===== config.mk =====
export PLATFORM = sky130hd
export DESIGN_NAME = adc_avg_window_flat
export DESIGN_NICKNAME = d
export VERILOG_FILES = /design/src/rtl/adc_avg_window_if.sv /design/src/rtl/adc_avg_window.sv /design/src/flat_wrapper.sv
export SDC_FILE = /design/constraint.sdc
export NUM_CORES = 1
export LEC_CHECK = 0
export BUFFER_PORTS_ARGS = -buffer_cell sky130_fd_sc_hd__buf_4
export CORE_MARGIN = 10
export CORE_UTILIZATION = 60
export CTS_CLUSTER_DIAMETER = 100
export DETAILED_ROUTE_END_ITERATION = 8
export PLACE_DENSITY = 0.87
export SLEW_MARGIN = 10
export SYNTH_ARGS = -nofsm -noshare
export SYNTH_HDL_FRONTEND = slang
export SYNTH_SLANG_ARGS = --single-unit

===== constraint.sdc =====
create_clock -name clk -period 13.6 [get_ports clk]
set_clock_uncertainty 0.1 [all_clocks]
set_input_delay 0.68 -clock clk [delete_from_list [all_inputs] [get_ports clk]]
set_output_delay 0.68 -clock clk [all_outputs]
set_load 0.005 [all_outputs]

===== src/rtl/adc_avg_window_if.sv =====
// Average output stream between adc_avg_window and its consumer (bus wrapper / FIFO).
interface adc_avg_window_if #(
    parameter int DW = 12
);
    logic          avg_valid;
    logic          avg_ready;
    logic [DW-1:0] avg_data;
    logic [2:0]    avg_ch;

    modport master (output avg_valid, avg_data, avg_ch, input avg_ready);
    modport slave  (input avg_valid, avg_data, avg_ch, output avg_ready);
endinterface


===== src/rtl/adc_avg_window.sv =====
// SAR post-processing: per-channel power-of-two averaging, valid/ready output register,
// sticky out-of-window and overrun flags with W1C clear.
module adc_avg_window #(
    parameter int DW    = 12,
    parameter int ACC_W = 19
) (
    input  logic                 clk,
    input  logic                 rst_n,
    input  logic                 en,
    input  logic                 eoc,
    input  logic                 sample_n,
    input  logic [DW-1:0]        adc_data,
    input  logic [2:0]           ch_sel,
    input  logic [2:0]           avg_log2,
    input  logic [DW-1:0]        lo_th,
    input  logic [DW-1:0]        hi_th,
    adc_avg_window_if.master     avg_if,
    output logic [7:0]           win_flag,
    output logic                 overrun,
    input  logic [8:0]           flag_clr,
    output logic                 irq
);
    logic             eoc_q, sample_n_q;
    logic [2:0]       tag, avg_log2_q;
    logic [ACC_W-1:0] acc [8];
    logic [6:0]       cnt [8];

    logic             log_chg, evt, full, res_vld, res_out, load, drop;
    logic [ACC_W-1:0] sum, sum_sh;
    logic [DW-1:0]    result;
    logic [6:0]       cnt_last;

    always_comb begin
        log_chg  = avg_log2 != avg_log2_q;
        evt      = en & eoc & ~eoc_q & ~log_chg;
        sum      = acc[tag] + ACC_W'(adc_data);
        sum_sh   = sum >> avg_log2;
        result   = sum_sh[DW-1:0];
        cnt_last = 7'((8'd1 << avg_log2) - 8'd1);
        full     = cnt[tag] == cnt_last;
        res_vld  = evt & full;
        res_out  = (result < lo_th) | (result > hi_th);
        load     = res_vld & (~avg_if.avg_valid | avg_if.avg_ready);
        drop     = res_vld & avg_if.avg_valid & ~avg_if.avg_ready;
    end

    // eoc_q comes out of reset high so a conversion already in progress at
    // reset release is not mistaken for a rising edge.
    always_ff @(posedge clk or negedge rst_n) begin
        if (!rst_n) begin
            eoc_q      <= 1'b1;
            sample_n_q <= 1'b0;
            tag        <= '0;
            avg_log2_q <= '0;
        end else begin
            eoc_q      <= eoc;
            sample_n_q <= sample_n;
            avg_log2_q <= avg_log2;
            if (sample_n_q && !sample_n) tag <= ch_sel;
        end
    end

    always_ff @(posedge clk or negedge rst_n) begin
        if (!rst_n) begin
            for (int c = 0; c < 8; c++) begin
                acc[c] <= '0;
                cnt[c] <= '0;
            end
        end else begin
            for (int c = 0; c < 8; c++) begin
                if (!en || log_chg) begin
                    acc[c] <= '0;
                    cnt[c] <= '0;
                end else if (evt && tag == 3'(c)) begin
                    if (full) begin
                        acc[c] <= '0;
                        cnt[c] <= '0;
                    end else begin
                        acc[c] <= sum;
                        cnt[c] <= cnt[c] + 7'd1;
                    end
                end
            end
        end
    end

    always_ff @(posedge clk or negedge rst_n) begin
        if (!rst_n) begin
            avg_if.avg_valid <= 1'b0;
            avg_if.avg_data  <= '0;
            avg_if.avg_ch    <= '0;
        end else if (!en) begin
            avg_if.avg_valid <= 1'b0;
        end else if (load) begin
            avg_if.avg_valid <= 1'b1;
            avg_if.avg_data  <= result;
            avg_if.avg_ch    <= tag;
        end else if (avg_if.avg_ready) begin
            avg_if.avg_valid <= 1'b0;
        end
    end

    // Dropped results still get the window check; a set wins over a same-cycle clear.
    always_ff @(posedge clk or negedge rst_n) begin
        if (!rst_n) begin
            win_flag <= '0;
            overrun  <= 1'b0;
        end else begin
            win_flag <= (win_flag & ~flag_clr[7:0]) | ((res_vld && res_out) ? (8'd1 << tag) : 8'd0);
            overrun  <= (overrun & ~flag_clr[8]) | drop;
        end
    end

    assign irq = (|win_flag) | overrun;
endmodule


===== src/flat_wrapper.sv =====
// flat-port wrapper written by rule: the top's interface ports become plain ports
module adc_avg_window_flat 
#(
    parameter int DW    = 12,
    parameter int ACC_W = 19
)
  (clk, rst_n, en, eoc, sample_n, adc_data, ch_sel, avg_log2, lo_th, hi_th, win_flag, overrun, flag_clr, irq, avg_if_avg_valid, avg_if_avg_data, avg_if_avg_ch, avg_if_avg_ready);
  adc_avg_window_if #(.DW(DW)) avg_if_i ();
  input  logic clk;
  input  logic rst_n;
  input  logic en;
  input  logic eoc;
  input  logic sample_n;
  input  logic [DW-1:0] adc_data;
  input  logic [2:0] ch_sel;
  input  logic [2:0] avg_log2;
  input  logic [DW-1:0] lo_th;
  input  logic [DW-1:0] hi_th;
  output logic [7:0] win_flag;
  output logic overrun;
  input  logic [8:0] flag_clr;
  output logic irq;
  output wire logic [$bits(avg_if_i.avg_valid)-1:0] avg_if_avg_valid;
  output wire logic [$bits(avg_if_i.avg_data)-1:0] avg_if_avg_data;
  output wire logic [$bits(avg_if_i.avg_ch)-1:0] avg_if_avg_ch;
  input wire logic [$bits(avg_if_i.avg_ready)-1:0] avg_if_avg_ready;
  assign avg_if_avg_valid = avg_if_i.avg_valid;
  assign avg_if_avg_data = avg_if_i.avg_data;
  assign avg_if_avg_ch = avg_if_i.avg_ch;
  assign avg_if_i.avg_ready = avg_if_avg_ready;
  adc_avg_window #(.DW(DW), .ACC_W(ACC_W)) u_core (.clk(clk), .rst_n(rst_n), .en(en), .eoc(eoc), .sample_n(sample_n), .adc_data(adc_data), .ch_sel(ch_sel), .avg_log2(avg_log2), .lo_th(lo_th), .hi_th(hi_th), .avg_if(avg_if_i), .win_flag(win_flag), .overrun(overrun), .flag_clr(flag_clr), .irq(irq));
endmodule

# Word-level counts from Yosys, hierarchy flattened
# Index checks and enable logic that the tools add are counted.
# totals
word_cells	147
output_inout_bits	26
reg_bits	241
inputBits	57
# op_classes
reduce_logical	24
n_addsub	10
order_cmp	3
shifts	3
eq_ne	10
n_bitwise	21
muxes	51
# op_table
operator	n
two-way mux 19 bit	19
two-way mux 7 bit	26
binary-select mux 19 bit (select 3 bit)	1
adder 7 x 1 -> 7 bit (second input constant)	8
binary-select mux 7 bit (select 3 bit)	1
adder 19 x 12 -> 19 bit	1
>> shifter 19 x 3 -> 12 bit	1
nonzero test 2 bit	8
equality test 3 bit (second input constant)	4
greater-than comparator 12 bit	1
< comparator 12 bit	1
logical AND 1 bit	10
bitwise AND 1 bit	8
bitwise AND 8 bit	1
two-way mux 8 bit	1
inverter 8 bit	1
OR 8 bit	1
OR reduction 8 bit	1
<< shifter 1 x 3 -> 8 bit (first input constant)	1
equality test 7 bit	1
<< shifter 1 x 3 -> 7 bit (first input constant)	1
subtractor 7 x 1 -> 7 bit (second input constant)	1
equality test 3 x 2 -> 1 bit (second input constant)	2
inverter 1 bit	5
other kinds (11)	17

# Depth between registers and ports, before layout
# logic_depth
ltp_word	11
mapped_depth	25

# Least setup slack after synthesis
# No wires, ideal clock.
# synth_path
path_type	flip-flop to flip-flop
start	register u_core.tag[0]
end	register u_core.win_flag[0]
t_arrival_ns	6.453
setup_time_ns	0.148
path_buffers	4
synth_period_minus_slack_ns	6.701
required_ns	13.352
path_slack_ns	6.899
path_stages_with_launch	24
path_cell_list	dfrtp_1 -> buf_2 -> buf_2 -> clkbuf_1 -> buf_1 -> mux4_2 -> mux2_2 -> ha_1 -> fa_1 -> a211oi_1 -> o211ai_1 -> a31oi_1 -> nor3_1 -> nand2b_1 -> mux4_2 -> o21ai_1 -> ha_1 -> a21o_1 -> a21o_1 -> a21oi_1 -> o211ai_1 -> o2bb2ai_1 -> o21bai_1 -> o22ai_1
# synth_via
elab_chain_cells	11
word_cells_on_any_way	18
classes_between	add/sub: 1; order compare: 2; eq/ne: 1; shift: 2; mux: 7; bitwise: 4; reduce/logical: 1
# synth_rtl
element	line	source
from (decl)	adc_avg_window.sv:24	logic [2:0] tag, avg_log2_q;
from (signal assigned)	adc_avg_window.sv:59	if (sample_n_q && !sample_n) tag <= ch_sel;
inverter 3 -> 4 bit (implied by the code) *	adc_avg_window.sv:36	sum = acc[tag] + ACC_W'(adc_data);
binary-select mux 19 bit (select 3 bit) *	adc_avg_window.sv:36	
two-way mux 19 bit (implied by the code) * (2 in series)	adc_avg_window.sv:36	
adder 19 x 12 -> 19 bit *	adc_avg_window.sv:36	
>> shifter 19 x 3 -> 12 bit *	adc_avg_window.sv:37	sum_sh = sum >> avg_log2;
named net u_core.sum_sh[9]	adc_avg_window.sv:29	logic [ACC_W-1:0] sum, sum_sh;
< comparator 12 bit or greater-than comparator 12 bit (tied branches)	adc_avg_window.sv:42	res_out = (result < lo_th) | (result > hi_th);
OR 1 bit *	adc_avg_window.sv:42	
logical AND 1 bit *	adc_avg_window.sv:109	win_flag <= (win_flag & ~flag_clr[7:0]) | ((res_vld && res_out) ? (8'd1 << tag) : 8'd0);
two-way mux 8 bit *	adc_avg_window.sv:109	
OR 8 bit *	adc_avg_window.sv:109	
to (signal assigned)	adc_avg_window.sv:109	
to (decl)	adc_avg_window.sv:18	output logic [7:0] win_flag,
# The timed path passes the listed nets; every way through them passes the cells marked *. The select of a mux whose other input is x is not followed.
# A chain may end at the register's enable or synchronous reset.

# Worst setup path in the final report
# layout_path
start	register u_core.tag[0]
end	register u_core.win_flag[5]
# The elaborated chain is that of the path after synthesis.

==> out/metrics.yaml <==
power:
  seq_power_share: 0.426
  leakage_nw: 6.89
  pwr-share-clk: 0.445
  internal_power_mw: 1.30
  p_per_area_nw_per_um2: 113
  p_switching_mw: 0.454
  peakVddDrop_mv: 0.0889
  combPwrFrac: 0.129
  switching_share: 0.259
placed_design:
  port_buffers: 82
  dp_hpwl_um: 26200
  gp_congestion: 0.910
sta:
  relSlewSlack: 0.225
  fin_crit_ps: 7360
  final.setup.tns_ps: 0
  rsz0062_at_grt: "no"
  finalSetupViolations: 0
  maxSlewViolCount: 0
  hold_viol_final: 0
  fin_hold_ws_ps: 36.2
  tightest_slew_ps: 1160
  timing.final.crit_share: 0.541
  fmax_ghz: 0.136
drt:
  dr.first_iter.drc_count: 1520
  drt.antenna.violating_nets: 0
  vias_per_cell: 6.71
  routed_wl_um: 39400
  wire_per_inst_um: 22.6
  drc: 0
  dr.pass1.iters: 6
  via_count: 11722
finish:
  fin_nets: 1545
  multi_input_comb_area_um2: 7290
  diodes: 0
  drive_gt1_frac: 0.189
  syn_to_final_growth_pct: 12.5
  fill_cells: 1621
  finish.utilization: 0.687
  seq_area_um2: 6040
global_routing:
  grt_pass1_vias: 11690
  grt_max_degree: 104
  grt_pass1_wl_um: 62800
  grt_overflow_total: 0
  grt_use_total: 0.266
  antenna_found_initial: 0
synth:
  synthSimpleGateAreaFrac: 0.173
  synth_area_per_cell_um2: 9.83
  synth-xor-area-share: 0.0241
  synth_nets: 1509
  yosys-top-cells-count: "dfrtp_1 (240), nand2_1 (238), o21ai_0 (125)"
  yosysTopAreaCell: "dfrtp_1"
  syn_area_um2: 13800
  synth_compound_area_frac: 0.138
  yosys_warnings: 0
  synth_most_common_cell: "dfrtp_1"
  synthFlopType: "dfrtp_1"
  synth_seq_cells: 241
  synth_top_area_frac: 0.434
  synthMuxAreaShare: 0.148
  synthAdderAreaFrac: 0.0412
  synth_edf_count: 0
  synth.area.top_cells: "dfrtp_1 (43%), mux4_2 (9.0%), nand2_1 (6.5%)"
  synth_top_family_by_area: "simple AND/OR/NAND/NOR gates"
  ys_types: 68
  async_flop_share: 1.00
  yosysSeqAreaShare: 0.436
  synthCells: 1407
setup_path:
  worst-setup-path-type: "reg2reg"
  endpoint_kind: "flip-flop"
  cpMaxStageDelayCell: "dfrtp_4"
  required_ps: 13870
  crit_path_start_kind: "flip-flop"
  path_buf_inv: 1
  slowest_delay_ps: 690
  path_max_fanout: 37
  path_cells: "buf_4, mux4_2, mux2_2, ha_1, fa_1, a211oi_1, o211ai_1, a31oi_1, xnor2_1, mux2_2, a221o_1, a211oi_1, ha_1, a21o_1, a21oi_1, o211ai_1, o2bb2ai_1, o21bai_1, o22ai_1"
  critPathTopFamily: "compound AO/OA/AOI/OAI gates"
  critPathArrivalTime_ps: 7630
clocking:
  tritoncts: "done"
  clk_path_buf_depth: 3
  cts.sinks: 241
  cts_root_buf: "clkbuf_16"
  clk_latency_ps: 550
  cts.repair.resized: 0
  cts_inserted_buffers: 26
  postCtsSetupRepairBufs: 0
  clk_pin_slew_ps: 60
  ctsHtreeMaxLevel: 1
  ctsHoldBuffers: 0
floorplan:
  ios: 83
  die_x_um: 172
  core_um2: 22600
  die_area_um2: 29500
  die_h_um: 172
  core.rowCount: 55
  initial_core_util: 0.611
worst_hold_path:
  hold_path.class: "in2async"
status:
  outcome: "complete, no violations"
run:
  drv_cap: 0
==> layer usage <==
layer	vias to the layer above	wire length [um]	share of wire	track usage
met2	741	18900	0.48	0.442
met4	0	1530	0.039	0.115
met3	130	4080	0.10	0.0495
li1	5134	-	-	-
met5	-	0	0	0
met1	5717	14900	0.38	0.336
==> layout by cell type (no fill, tap or decap), drive strengths merged, types with 28 or more instances in the layout <==
cell type / netlist / routed
a21oi: 64 / 64
nand3: 80 / 80
o21ai: 126 / 126
mux2: 43 / 43
inv: 40 / 41
mux4: 57 / 57
nand2: 238 / 238
nor2: 67 / 67
xnor2: 29 / 29
buf: 28 / 103
dfrtp: 240 / 240
clkbuf: 67 / 37
nor3: 28 / 28
ha: 44 / 44
==> stage by stage <==
step	std cells	total power, mW	setup slack (ps)	area [um^2]
6_report	1747	1.75	6240	15600
5_1_grt	1747	1.81	5670	15600
4_1_cts	1747	1.75	6340	15600
3_5_place_dp	1700	0.981	6360	14600
3_3_place_gp	1700	0.974	6520	14600
2_1_floorplan	1407	0.904	6900	13800
==> logic make-up (layout without fill, tap and decap cells) <==
family / Yosys count / in the layout
muxes: 122 / 122
buffers and inverters: 135 / 190
adders and majority gates: 45 / 45
DFF: 241 / 241
and+or+nand+nor: 514 / 514
xor gates and xnor gates: 38 / 38
AOI/OAI and AO/OA: 312 / 312
==> sequential cells by signal, summed over array words and instances, names as in the netlist <==
name / flops
u_core.avg_if.avg_valid: 1
u_core.avg_if.avg_data: 12
u_core.avg_log2_q: 3
u_core.win_flag: 8
u_core.avg_if.avg_ch: 3
u_core.tag: 3
u_core.cnt: 56
u_core.acc: 152
u_core.eoc_q: 1
u_core.overrun: 1
u_core.sample_n_q: 1
==> layout make-up <==
class	instances	share of cell area
well taps	285	0.0229
inverters	40	0.00965
clock inverters	10	0.0124
repair buffers	103	0.0502
multi-input cells	1031	0.468
clock buffers	37	0.0483
flip-flops and latches	241	0.388
==> power by group through the flow <==
stage,logic [mW],clock network [mW],registers (mW)
3_5_place_dp,0.222,0,0.759
3_3_place_gp,0.217,0,0.758
6_report,0.227,0.779,0.746
4_1_cts,0.224,0.783,0.746
2_1_floorplan,0.159,0,0.745
5_1_grt,0.246,0.815,0.748
==> path summary, 6_finish.rpt <==
| check | start | endpoint | slack (ps) | cells after the start |
|---|---|---|---|---|
| setup / recovery | u_core.tag[0] | u_core.win_flag[5] | 6240 | 19 |
| hold / removal | rst_n | u_core.sample_n_q | 40 | 1 |
| setup reg to reg | u_core.tag[0] | u_core.win_flag[5] | 6240 | 19 |
| hold reg to reg | u_core.acc[138] | u_core.acc[138] | 380 | 2 |
| max in group asynchronous | rst_n | u_core.tag[1] | 11050 | 3 |
| min in group clk | sample_n | u_core.sample_n_q | 150 | 1 |
Note: power is estimated with default switching activity, not from simulation.
